[config.mk]
export PLATFORM = sky130hd
export DESIGN_NAME = data_memory_arbiter
export DESIGN_NICKNAME = d
export VERILOG_FILES = /design/src/rtl/dm_arb_pkg.sv /design/src/rtl/dm_rr_arbiter2.sv /design/src/rtl/data_memory_arbiter.sv
export SDC_FILE = /design/constraint.sdc
export NUM_CORES = 1
export LEC_CHECK = 0
export BUFFER_PORTS_ARGS = -buffer_cell sky130_fd_sc_hd__buf_2
export CORE_AREA = 4 4 85 87
export CTS_CLUSTER_SIZE = 10
export DETAILED_ROUTE_END_ITERATION = 8
export DIE_AREA = 0 0 89 91
export PLACE_DENSITY = 0.71
export SYNTH_ARGS = -nofsm -noshare
export SYNTH_HDL_FRONTEND = slang
export SYNTH_SLANG_ARGS = --single-unit
[constraint.sdc]
create_clock -name i_clk -period 2.5 [get_ports i_clk]
set_input_delay 0.125 -clock i_clk [delete_from_list [all_inputs] [get_ports i_clk]]
set_output_delay 0.125 -clock i_clk [all_outputs]
set_load 0.1 [all_outputs]
[src/rtl/dm_arb_pkg.sv]
// Shared definitions for the two-port data memory arbiter:
// FSM state encoding, owner encoding and default widths.
package dm_arb_pkg;

    typedef enum logic {
        ARB    = 1'b0,
        LOCK_B = 1'b1
    } arb_state_e;

    localparam logic OWN_A = 1'b0;
    localparam logic OWN_B = 1'b1;

    localparam int ADDR_W_DEF = 6;
    localparam int DATA_W_DEF = 32;
    localparam int LOCK_CNT_W = 8;

endpackage

[src/rtl/dm_rr_arbiter2.sv]
// Two-way grant decision: a lone requester always wins; on contention either
// A wins outright (priority mode) or the port that did not own last wins.
module dm_rr_arbiter2
    import dm_arb_pkg::*;
#(
    parameter bit A_PRIORITY = 1'b0
) (
    input  logic i_a_req,
    input  logic i_b_req,
    input  logic i_last_owner,
    output logic o_gnt_a,
    output logic o_gnt_b
);

    always_comb begin
        o_gnt_a = 1'b0;
        o_gnt_b = 1'b0;
        if (i_a_req && i_b_req) begin
            if (A_PRIORITY || (i_last_owner == OWN_B)) begin
                o_gnt_a = 1'b1;
            end else begin
                o_gnt_b = 1'b1;
            end
        end else begin
            o_gnt_a = i_a_req;
            o_gnt_b = i_b_req;
        end
    end

endmodule

[src/rtl/data_memory_arbiter.sv]
// Shares a single-port data memory between the MEM stage (A) and a loader (B),
// one access per cycle, with an optional bounded B lock burst.
//   state  | meaning
//   ARB    | normal two-way arbitration each cycle
//   LOCK_B | B holds ownership while b_lock; A is forced in after MAX_LOCK waits
module data_memory_arbiter
    import dm_arb_pkg::*;
#(
    parameter int ADDR_W     = ADDR_W_DEF,
    parameter int DATA_W     = DATA_W_DEF,
    parameter int MAX_LOCK   = 8,
    parameter int A_PRIORITY = 0
) (
    input  logic              i_clk,
    input  logic              i_rst_n,
    input  logic              i_a_req,
    input  logic              i_a_we,
    input  logic [ADDR_W-1:0] i_a_addr,
    input  logic [DATA_W-1:0] i_a_wdata,
    output logic              o_a_gnt,
    output logic              o_a_rvalid,
    output logic [DATA_W-1:0] o_a_rdata,
    input  logic              i_b_req,
    input  logic              i_b_we,
    input  logic [ADDR_W-1:0] i_b_addr,
    input  logic [DATA_W-1:0] i_b_wdata,
    input  logic              i_b_lock,
    output logic              o_b_gnt,
    output logic              o_b_rvalid,
    output logic [DATA_W-1:0] o_b_rdata,
    output logic [ADDR_W-1:0] o_mem_addr,
    output logic [DATA_W-1:0] o_mem_wdata,
    output logic              o_mem_read,
    output logic              o_mem_write,
    input  logic [DATA_W-1:0] i_mem_rdata
);

    localparam logic [LOCK_CNT_W-1:0] MAX_LOCK_C = LOCK_CNT_W'(MAX_LOCK);

    arb_state_e            r_state;
    logic [LOCK_CNT_W-1:0] r_lock_cnt;
    logic                  r_last_owner;
    logic                  r_a_rvalid;
    logic                  r_b_rvalid;

    arb_state_e            w_state_nxt;
    logic [LOCK_CNT_W-1:0] w_lock_cnt_nxt;
    logic                  w_rr_a;
    logic                  w_rr_b;
    logic                  w_gnt_a;
    logic                  w_gnt_b;

    dm_rr_arbiter2 #(
        .A_PRIORITY (A_PRIORITY != 0)
    ) u_rr (
        .i_a_req      (i_a_req),
        .i_b_req      (i_b_req),
        .i_last_owner (r_last_owner),
        .o_gnt_a      (w_rr_a),
        .o_gnt_b      (w_rr_b)
    );

    always_ff @(posedge i_clk or negedge i_rst_n) begin
        if (!i_rst_n) begin
            r_state      <= ARB;
            r_lock_cnt   <= '0;
            r_last_owner <= OWN_B;
            r_a_rvalid   <= 1'b0;
            r_b_rvalid   <= 1'b0;
        end else begin
            r_state    <= w_state_nxt;
            r_lock_cnt <= w_lock_cnt_nxt;
            if (w_gnt_a) begin
                r_last_owner <= OWN_A;
            end else if (w_gnt_b) begin
                r_last_owner <= OWN_B;
            end
            r_a_rvalid <= w_gnt_a & ~i_a_we;
            r_b_rvalid <= w_gnt_b & ~i_b_we;
        end
    end

    // A dropped lock or B request falls back to plain arbitration this cycle.
    always_comb begin
        w_gnt_a        = w_rr_a;
        w_gnt_b        = w_rr_b;
        w_state_nxt    = ARB;
        w_lock_cnt_nxt = '0;
        if ((r_state == LOCK_B) && i_b_req && i_b_lock) begin
            if (i_a_req && (r_lock_cnt >= MAX_LOCK_C)) begin
                w_gnt_a = 1'b1;
                w_gnt_b = 1'b0;
            end else begin
                w_gnt_a     = 1'b0;
                w_gnt_b     = 1'b1;
                w_state_nxt = LOCK_B;
                if (i_a_req && (r_lock_cnt < MAX_LOCK_C)) begin
                    w_lock_cnt_nxt = r_lock_cnt + 1'b1;
                end else begin
                    w_lock_cnt_nxt = r_lock_cnt;
                end
            end
        end else if (w_rr_b && i_b_lock) begin
            w_state_nxt    = LOCK_B;
            w_lock_cnt_nxt = LOCK_CNT_W'(1);
        end
    end

    always_comb begin
        o_a_gnt     = w_gnt_a;
        o_b_gnt     = w_gnt_b;
        o_mem_addr  = '0;
        o_mem_wdata = '0;
        o_mem_read  = 1'b0;
        o_mem_write = 1'b0;
        if (w_gnt_a) begin
            o_mem_addr  = i_a_addr;
            o_mem_wdata = i_a_wdata;
            o_mem_read  = ~i_a_we;
            o_mem_write = i_a_we;
        end else if (w_gnt_b) begin
            o_mem_addr  = i_b_addr;
            o_mem_wdata = i_b_wdata;
            o_mem_read  = ~i_b_we;
            o_mem_write = i_b_we;
        end
        o_a_rvalid = r_a_rvalid;
        o_b_rvalid = r_b_rvalid;
        o_a_rdata  = r_a_rvalid ? i_mem_rdata : '0;
        o_b_rdata  = r_b_rvalid ? i_mem_rdata : '0;
    end

endmodule

* Word-level counts from Yosys, hierarchy flattened *
Index checks and enable logic that the tools add are counted.

cells by class
  equality and inequality tests = 1
  add/subtract/negate cells = 1
  reduce and logical (&&, ||, !) cells = 7
  multiplexer cells = 26
  bitwise gates (word level) = 4
  order comparisons = 2

operator list
  kind                                                                count
  two-way mux 32 bit                                                  4
  two-way mux 8 bit                                                   3
  two-way mux 1 bit                                                   17
  two-way mux 6 bit                                                   2
  adder 8 x 1 -> 8 bit (second input constant)                        1
  greater-or-equal comparator 8 x 4 -> 1 bit (second input constant)  1
  < comparator 8 x 4 -> 1 bit (second input constant)                 1
  logical AND 1 bit                                                   6
  != test 3 x 1 -> 1 bit (second input constant)                      1
  bitwise AND 1 bit                                                   2
  NOT 1 bit                                                           2
  nonzero test 2 bit                                                  1

storage, ports and cells
  word-level logic and storage cells = 46
  register bits = 12
  output and inout bits = 108
  bits of input ports = 115

* Logic depth before layout (Yosys ltp) *
Gate-level depths: netlist (run 1).

  depth in word-level cells = 6
  mapped depth = 5
  gate-level depth less buffers = 4

* Modules after synthesis *
From an unflattened synthesis (run 1), not the netlist that was laid out.

second synthesis, totals
  cells, all modules = 180
  area total of the unflattened synthesis = 1465.2 um^2

by module, submodules not included
  module               seq. area each (um^2)  cells each  area each (um^2)  times used
  data_memory_arbiter  301.5                  177         1446.4            1
  dm_rr_arbiter2       0.0                    3           18.8              1

* Least setup slack after synthesis (run 1) *
Ideal clock, no wire load.

  path type = register -> output
  start point = register r_state
  end point = output o_mem_read
  setup slack = -654 ps
  required time = 2375 ps
  arrival time = 3029 ps
  cell stages (with the launch flop) = 5
  path buffers = 1
  path through = dfrtp_1 buf_6 nand4bb_1 o32ai_4 o32ai_1

on the way
  longest elaborated chain between the ends = 5
  elaborated cells between the ends (all ways) = 6
  those cells by class = mux (4); reduce/logical (2)

RTL lines
  what                              RTL line                    RTL
  start, declared                   data_memory_arbiter.sv:40   arb_state_e r_state;
  start signal, assigned            data_memory_arbiter.sv:71   r_state <= w_state_nxt;
  logical AND 1 bit * (2 in a row)  data_memory_arbiter.sv:89   if ((r_state == LOCK_B) && i_b_req && i_b_lock) begin
  two-way mux 1 bit                 data_memory_arbiter.sv:89
  two-way mux 1 bit                 data_memory_arbiter.sv:121  end else if (w_gnt_b) begin
  two-way mux 1 bit *               data_memory_arbiter.sv:116  if (w_gnt_a) begin
  end, declared                     data_memory_arbiter.sv:33   output logic o_mem_read,

Mark *: on every way between the ends. The rest lies on a longest branch, timed or not.

* Worst setup path in the final report (run 1) *
  start point = register r_lock_cnt[4]
  end point = output o_mem_wdata[0]

on the way
  longest elaborated chain between the ends = 6
  elaborated cells between the ends (all ways) = 8
  those cells by class = order compare (1); mux (6); reduce/logical (1)

RTL lines
  what                                          RTL line                    RTL
  start, declared                               data_memory_arbiter.sv:41   logic [LOCK_CNT_W-1:0] r_lock_cnt;
  start signal, assigned                        data_memory_arbiter.sv:72   r_lock_cnt <= w_lock_cnt_nxt;
  greater-or-equal comparator 8 x 4 -> 1 bit *  data_memory_arbiter.sv:90   if (i_a_req && (r_lock_cnt >= MAX_LOCK_C)) begin
  logical AND 1 bit *                           data_memory_arbiter.sv:90
  two-way mux 1 bit                             data_memory_arbiter.sv:90
  two-way mux 1 bit                             data_memory_arbiter.sv:89
  two-way mux 32 bit                            data_memory_arbiter.sv:121
  two-way mux 32 bit *                          data_memory_arbiter.sv:116
  end, declared                                 data_memory_arbiter.sv:32   output logic [DATA_W-1:0] o_mem_wdata,

Marked as above.

==> summary.md, run 1 <==
| Metric | Value |
|---|---|
| Row Count | `29` |
| Largest net degree at the start of global routing | `43` |
| Syn_area_per_cell | `between 6 and 7 um2` |
| Primary FF master, synth | `dfrtp_1` |
| Nets@finish | `about 600` |
| RSZ-0062 raised after global routing | `no` |
| CTS tree | `built` |
| Least-Margin Pin Slew | `around 0.73 ns` |
| Fmax | `approximately 450 MHz` |
| Area of the multi-input gates | `1340 um2` |
| Syn nets | `388` |
| Max Root-Sink Buffers | `2` |
| Fin cells | `about 560` |
| I/O pin count | `roughly 220` |
| DR WL/cell | `roughly 15 um` |
| Placed Area | `about 2900 um2` |
| Synth unique cells | `37` |
| # fillers | `655` |
| Die height | `roughly 91 um` |
| Critical path endpoint | `o_mem_wdata[0]` |
| Placed instance count | `550` |
| PortBufs | `about 220` |
| Total of max-cap violations | `0` |
| Post-synth EDFFs | `0` |
| Synth Register Bits | `12` |
| Initial antenna violation count | `0` |
| Crit path launch type | `flop` |
| CORE AREA | `between 6000 and 7000 um2` |
| Clk root buf | `clkbuf_8` |
| Critical path peak fanout | `41` |
| Final wirelength | `8090 um` |
| Via/cell ratio | `4.85` |
| Peak VDD IR | `0.000413 V` |
| Via count | `between 2000 and 3000` |
| Crit Path Category | `reg2out` |
| Synth Instances | `~270` |
| Fin. max-slew vios | `0` |
| Reg-to-reg slack, setup | `0.89 ns` |
| Status | `finished clean` |
| DP HPWL | `approximately 6600 um` |
| Crit end category | `output port` |
| Worst path arrival time | `roughly 2.1 ns` |
| Die Wd | `~89 um` |
| Layout area overhead | `68.0%` |
| DRT iter0 DRCs | `102` |
| YS warnings | `0` |
| Post-layout minimum cycle time | `between 2 and 2.5 ns` |
| Global route overflow | `0` |
| Asr flop ratio synth | `100%` |
| Setup ws final | `roughly 0.27 ns` |
| Ratio of final minimum period to clock period | `around nine tenths` |
| Clock latency on the worst-skew pair | `between 0.2 and 0.25 ns` |
| Die area | `roughly 8000 um2` |
| Clk slew on worst S/H paths | `~0.050 ns` |
| Fin Clk Skew | `0.00291 ns` |
| All-Layer GR Usage | `between 10% and 20%` |
| Pwr Density | `575 nW/um2` |
| Total area of sequential cells | `~300 um2` |
| Slew HR | `roughly half` |
| ANT cells | `0` |
| Reg2reg start | `r_lock_cnt[4]` |
| Crit path required time | `approximately 2.4 ns` |
| Crit path launch | `r_lock_cnt[4]` |
| DP Worst Slack | `around 0.53 ns` |
| Leakage power | `about 1.8 nW` |
| Final setup viols | `0` |
| Area of the mapped netlist | `between 1500 and 2000 um2` |
| Total setup buffers inserted after CTS | `0` |
| CTS buffer count | `3` |
| Clock sinks | `12` |
| Worst-case reg-to-reg path depth | `4` |
| Vias in the first global route | `2489` |
| Register area share after synthesis | `between 15 and 20%` |
| Final Instance Area | `3000 um2` |
| Final-report hold violation count | `0` |
| H-tree depth | `1` |
| Initial Util | `around 28%` |
| Antenna viol nets, final | `0` |
| Router iterations before antenna repair | `6` |
| Worst R2R End | `o_a_rvalid` |
| DRC | `0` |
| Hold Crit Class | `in2reg` |
| Routability cong. | `roughly 0.91` |
| Global-route wire length before repair | `11800 um` |
| Fraction of layout cells with a size suffix above 1 | `~51%` |
-- placed cells by master, fill, tap and decap left out, drive strengths merged --
| master | netlist | final |
|---|---|---|
| ha | 2 | 2 |
| nor3 | 6 | 6 |
| nand2b | 1 | 1 |
| a211oi | 2 | 2 |
| and4b | 1 | 1 |
| clkbuf | 14 | 4 |
| buf | 11 | 227 |
| nand3 | 2 | 2 |
| or4b | 1 | 1 |
| a31oi | 1 | 1 |
| dfstp | 1 | 1 |
| nand2 | 79 | 79 |
| nand4b | 1 | 1 |
| o32ai | 2 | 2 |
| inv | 5 | 5 |
| nor3b | 1 | 1 |
| and2 | 65 | 65 |
| nor2 | 6 | 6 |
| and3 | 2 | 2 |
| a21oi | 4 | 4 |
| nand4 | 1 | 1 |
| nand4bb | 1 | 1 |
| o22a | 1 | 1 |
| o21ai | 3 | 3 |
| dlygate4sd3 | 0 | 1 |
| a41oi | 3 | 3 |
| a311oi | 1 | 1 |
| o22ai | 39 | 39 |
| dfrtp | 11 | 11 |
| mux2i | 1 | 1 |
| or3 | 2 | 2 |
| nor2b | 1 | 1 |
-- cells by family after synthesis --
kind of cell / Yosys count / synth area share [%]
multiplexers: 1 / 0.561
adder cells (fa/ha/maj): 2 / 1.40
AO/OA/AOI/OAI: 56 / 23.8
flip-flops: 12 / 16.9
buffers and inverters: 30 / 9.04
AND/OR/NAND/NOR: 170 / 48.4
-- where the power goes --
part           switching (mW)  internal [mW]  leakage, nW
registers              0.0210          0.202        0.161
logic                    1.06          0.238         1.57
clock network          0.0699          0.139       0.0288
-- cells in the mapped netlist, drive strengths merged (2+ instances only) --
cell	count	area share (%)
nand2	79	17
and2	65	23
o22ai	39	16
clkbuf	14	2.9
buf	11	5.0
dfrtp	11	15
nor2	6	1.3
nor3	6	1.7
inv	5	1.1
a21oi	4	1.1
a41oi	3	1.5
o21ai	3	0.84
a211oi	2	0.84
and3	2	0.70
ha	2	1.4
nand3	2	0.56
o32ai	2	2.0
or3	2	0.70
-- through the flow --
step	setup TNS [ns]	power, mW	hold slack, ns	util [%]
after floorplan	-9.80	1.28	-0.171	-
after global placement	0	1.51	0.0142	46.2
after detailed placement	0	1.52	0.0148	46.2
after CTS	0	1.73	0.123	47.2
after global routing	0	1.79	0.119	47.2
final	0	1.73	0.118	47.2
-- how the worst min path moves through the flow --
| stage | startpoint | to | slack [ns] | cells past startpoint |
|---|---|---|---|---|
| after floorplan | i_rst_n | o_a_rvalid | -0.17 | 0 |
| after global placement | i_rst_n | r_lock_cnt[2] | 0.01 | 1 |
| after detailed placement | i_rst_n | r_lock_cnt[2] | 0.01 | 1 |
| after CTS | i_a_we | o_a_rvalid | 0.12 | 2 |
| after global routing | i_a_we | o_a_rvalid | 0.12 | 2 |
| final | i_a_we | o_a_rvalid | 0.12 | 2 |
-- what timing repair did --
item	in CTS	in global routing
gates resized for setup	0	0
endpoints found under the hold margin	11	0
hold buffers	1	0
-- metal layers --
layer	up-vias	part of all wire [%]	global-route usage [%]
met5	-	0	0
li1	1335	-	-
met4	0	2.3	4.84
met1	1169	36	19.2
met2	173	51	34.3
met3	14	11	3.17
-- sequential cells by signal (all words and copies together), names as in the netlist --
signal        cells
r_lock_cnt        8
o_a_rvalid        1
o_b_rvalid        1
r_last_owner      1
r_state           1
-- area by class of cell --
cell class | count | share of cell area [%]
Clock buffer | 4 | 1.84
Inverter | 5 | 0.626
Multi-Input combinational cell | 229 | 44.8
Sequential cell | 12 | 10.1
Tap cell | 77 | 3.21
Timing Repair Buffer | 228 | 39.5
-- critical path, stage by stage (launching register included) --
cell	delay [ns]
dfrtp_1	0.43
nor2_1	0.32
a311oi_4	0.17
buf_12	0.20
o22ai_1	0.24
buf_2	0.47
(Power assumes the default switching activity.)
==> run 2: changes to the inputs <==
--- a/config.mk
+++ b/config.mk
@@ -11,6 +11,7 @@
 export DETAILED_ROUTE_END_ITERATION = 8
 export DIE_AREA = 0 0 89 91
 export PLACE_DENSITY = 0.71
+export REMOVE_ABC_BUFFERS = 1
 export SYNTH_ARGS = -nofsm -noshare
 export SYNTH_HDL_FRONTEND = slang
 export SYNTH_SLANG_ARGS = --single-unit
==> summary.md, run 2 (synthesized netlist as in run 1, its figures left out) <==
| Metric | Value |
|---|---|
| Critical path cell sequence | `or4b_4 -> o32ai_4 -> buf_12 -> o32ai_1 -> buf_2` |
| Total negative slack | `0 ns` |
| Global route overflow | `0` |
| Bufs and invs on worst path | `2` |
| Clock latency on the worst-skew pair | `~0.25 ns` |
| Die area | `8100 um2` |
| Status | `finished clean` |
| Peak VDD IR | `~0.00034 V` |
| Initial Util | `roughly 28%` |
| I/O pin count | `223` |
| Family with the most delay on the worst path | `simple AND/OR/NAND/NOR gates` |
| Least-Margin Pin Slew | `about 0.67 ns` |
| Fin cells | `between 500 and 600` |
| Slew HR | `55.7%` |
| Crit path launch type | `flop` |
| Reg power frac | `around an eighth` |
| Worst path arrival time | `2.06 ns` |
| Via count | `2714` |
| Placed instance count | `552` |
| ANT cells | `0` |
| Hold Crit Class | `in2reg` |
| H-tree depth | `1` |
| # fillers | `~660` |
| Switch share | `between 60% and 70%` |
| Worst-case reg-to-reg path depth | `4` |
| Total setup buffers inserted after CTS | `0` |
| Final setup viols | `0` |
| All-Layer GR Usage | `between 10% and 20%` |
| Post-layout minimum cycle time | `roughly 2.2 ns` |
| Biggest register | `r_lock_cnt` |
| Die height | `between 90 and 100 um` |
| CORE AREA | `around 6300 um2` |
| DP HPWL | `about 6800 um` |
| Fraction of layout cells with a size suffix above 1 | `between 50% and 60%` |
| Slowest cell on crit path | `or4b_4` |
| DRT iter0 DRCs | `86` |
| Largest register FFs | `8` |
| Final wirelength | `around 8000 um` |
| PortBufs | `about 220` |
| DR WL/cell | `approximately 15 um` |
| Via/cell ratio | `roughly 5` |
| Post-CTS Hold Fix Bufs | `1` |
| Router iterations before antenna repair | `4` |
| Cell Int Power | `about 0.55 mW` |
| Hold path depth | `2` |
| Max Root-Sink Buffers | `2` |
| Ratio of final minimum period to clock period | `between 80 and 90%` |
| Crit end category | `output port` |
| Fmax | `about 460 MHz` |
| Fin Clk Skew | `0.00675 ns` |
| Clk slew on worst S/H paths | `0.06 ns` |
| Final Core Density | `around 47%` |
| Initial antenna violation count | `0` |
| Vias in the first global route | `2542` |
| CTS buffer count | `3` |
| DRC | `0` |
| Crit Path Category | `reg2out` |
| Clk root buf | `clkbuf_8` |
| Die Wd | `between 80 and 90 um` |
| Worst path max stage delay | `0.55 ns` |
| Nets@finish | `between 500 and 600` |
| Clock power frac | `about 11%` |
| Largest net degree at the start of global routing | `46` |
| Critical path peak fanout | `42` |
| Commonest non-fill, non-tap cell in the layout | `buf_2` |
| Global-route wire length before repair | `around 12000 um` |
| RSZ-0062 raised after global routing | `no` |
| Antenna viol nets, final | `0` |
| Crit path required time | `~2.4 ns` |
| Total of max-cap violations | `0` |
| Pwr Density | `570 nW/um2` |
| Post-CTS sizing | `0` |
| Fin. max-slew vios | `0` |
| Layout area overhead | `67.0%` |
| Comb power frac | `~76%` |
| Net Sw Power | `about 1.1 mW` |
| Critical path depth in cells | `5` |
| Total power | `between 1.5 and 2 mW` |
| Leakage power | `approximately 1.8 nW` |
| Routability cong. | `0.855` |
| Final-report hold violation count | `0` |
| CTS tree | `built` |
| Row Count | `29` |
| Clock sinks | `12` |
| Most frequent cells in the layout | `222 x buf_2, 79 x nand2_1, 64 x and2_1` |
-- run 2: cell types whose count changed in the layout (fill, tap and decap cells not counted) --
cell,change
nor2_2,-1
buf_4,+3
o32ai_2,-1
nor2_1,+1
buf_12,-1
clkbuf_1,+1
o32ai_1,+1
clkbuf_8,-1
-- run 2: final timing paths --
path	from	end	slack, ns
max in group asynchronous	i_rst_n	r_last_owner	1.93
min	i_a_we	o_a_rvalid	0.08
max	r_lock_cnt[6]	o_mem_read	0.31
max reg2reg	r_lock_cnt[6]	o_a_rvalid	0.92
min in group asynchronous	i_rst_n	r_lock_cnt[2]	0.29
min reg2reg	r_last_owner	r_last_owner	0.59
-- run 2: cell type report --
class,count,area (um2),area share (%)
sequential,12,302,10.1
clock buffer,4,45.0,1.51
tap,77,96.3,3.23
timing repair buffer,230,1190,39.8
inverter,5,18.8,0.629
multi-input combinational,229,1330,44.7
-- run 2: power by group through the flow --
stage	clock (mW)	sequential (mW)	combinational, mW
2_1_floorplan	0	0.234	1.00
3_3_place_gp	0	0.225	1.29
3_5_place_dp	0	0.225	1.29
4_1_cts	0.194	0.222	1.30
5_1_grt	0.209	0.225	1.34
6_report	0.189	0.222	1.29
-- run 2: routing by layer --
layer	part of all wire, %	global-route usage, %
met5	0	0
met4	1.8	4.71
met3	12	3.80
met2	51	34.0
met1	35	20.7
-- run 2: stage by stage --
stage          setup slack [ns]  area [um2]  hold slack [ns]
6_report                  0.310        2980           0.0839
3_5_place_dp              0.582        2930           0.0240
4_1_cts                   0.315        2980           0.0826
2_1_floorplan             -1.34        1640           -0.171
5_1_grt                   0.202        2980           0.0791
3_3_place_gp              0.614        2930           0.0269
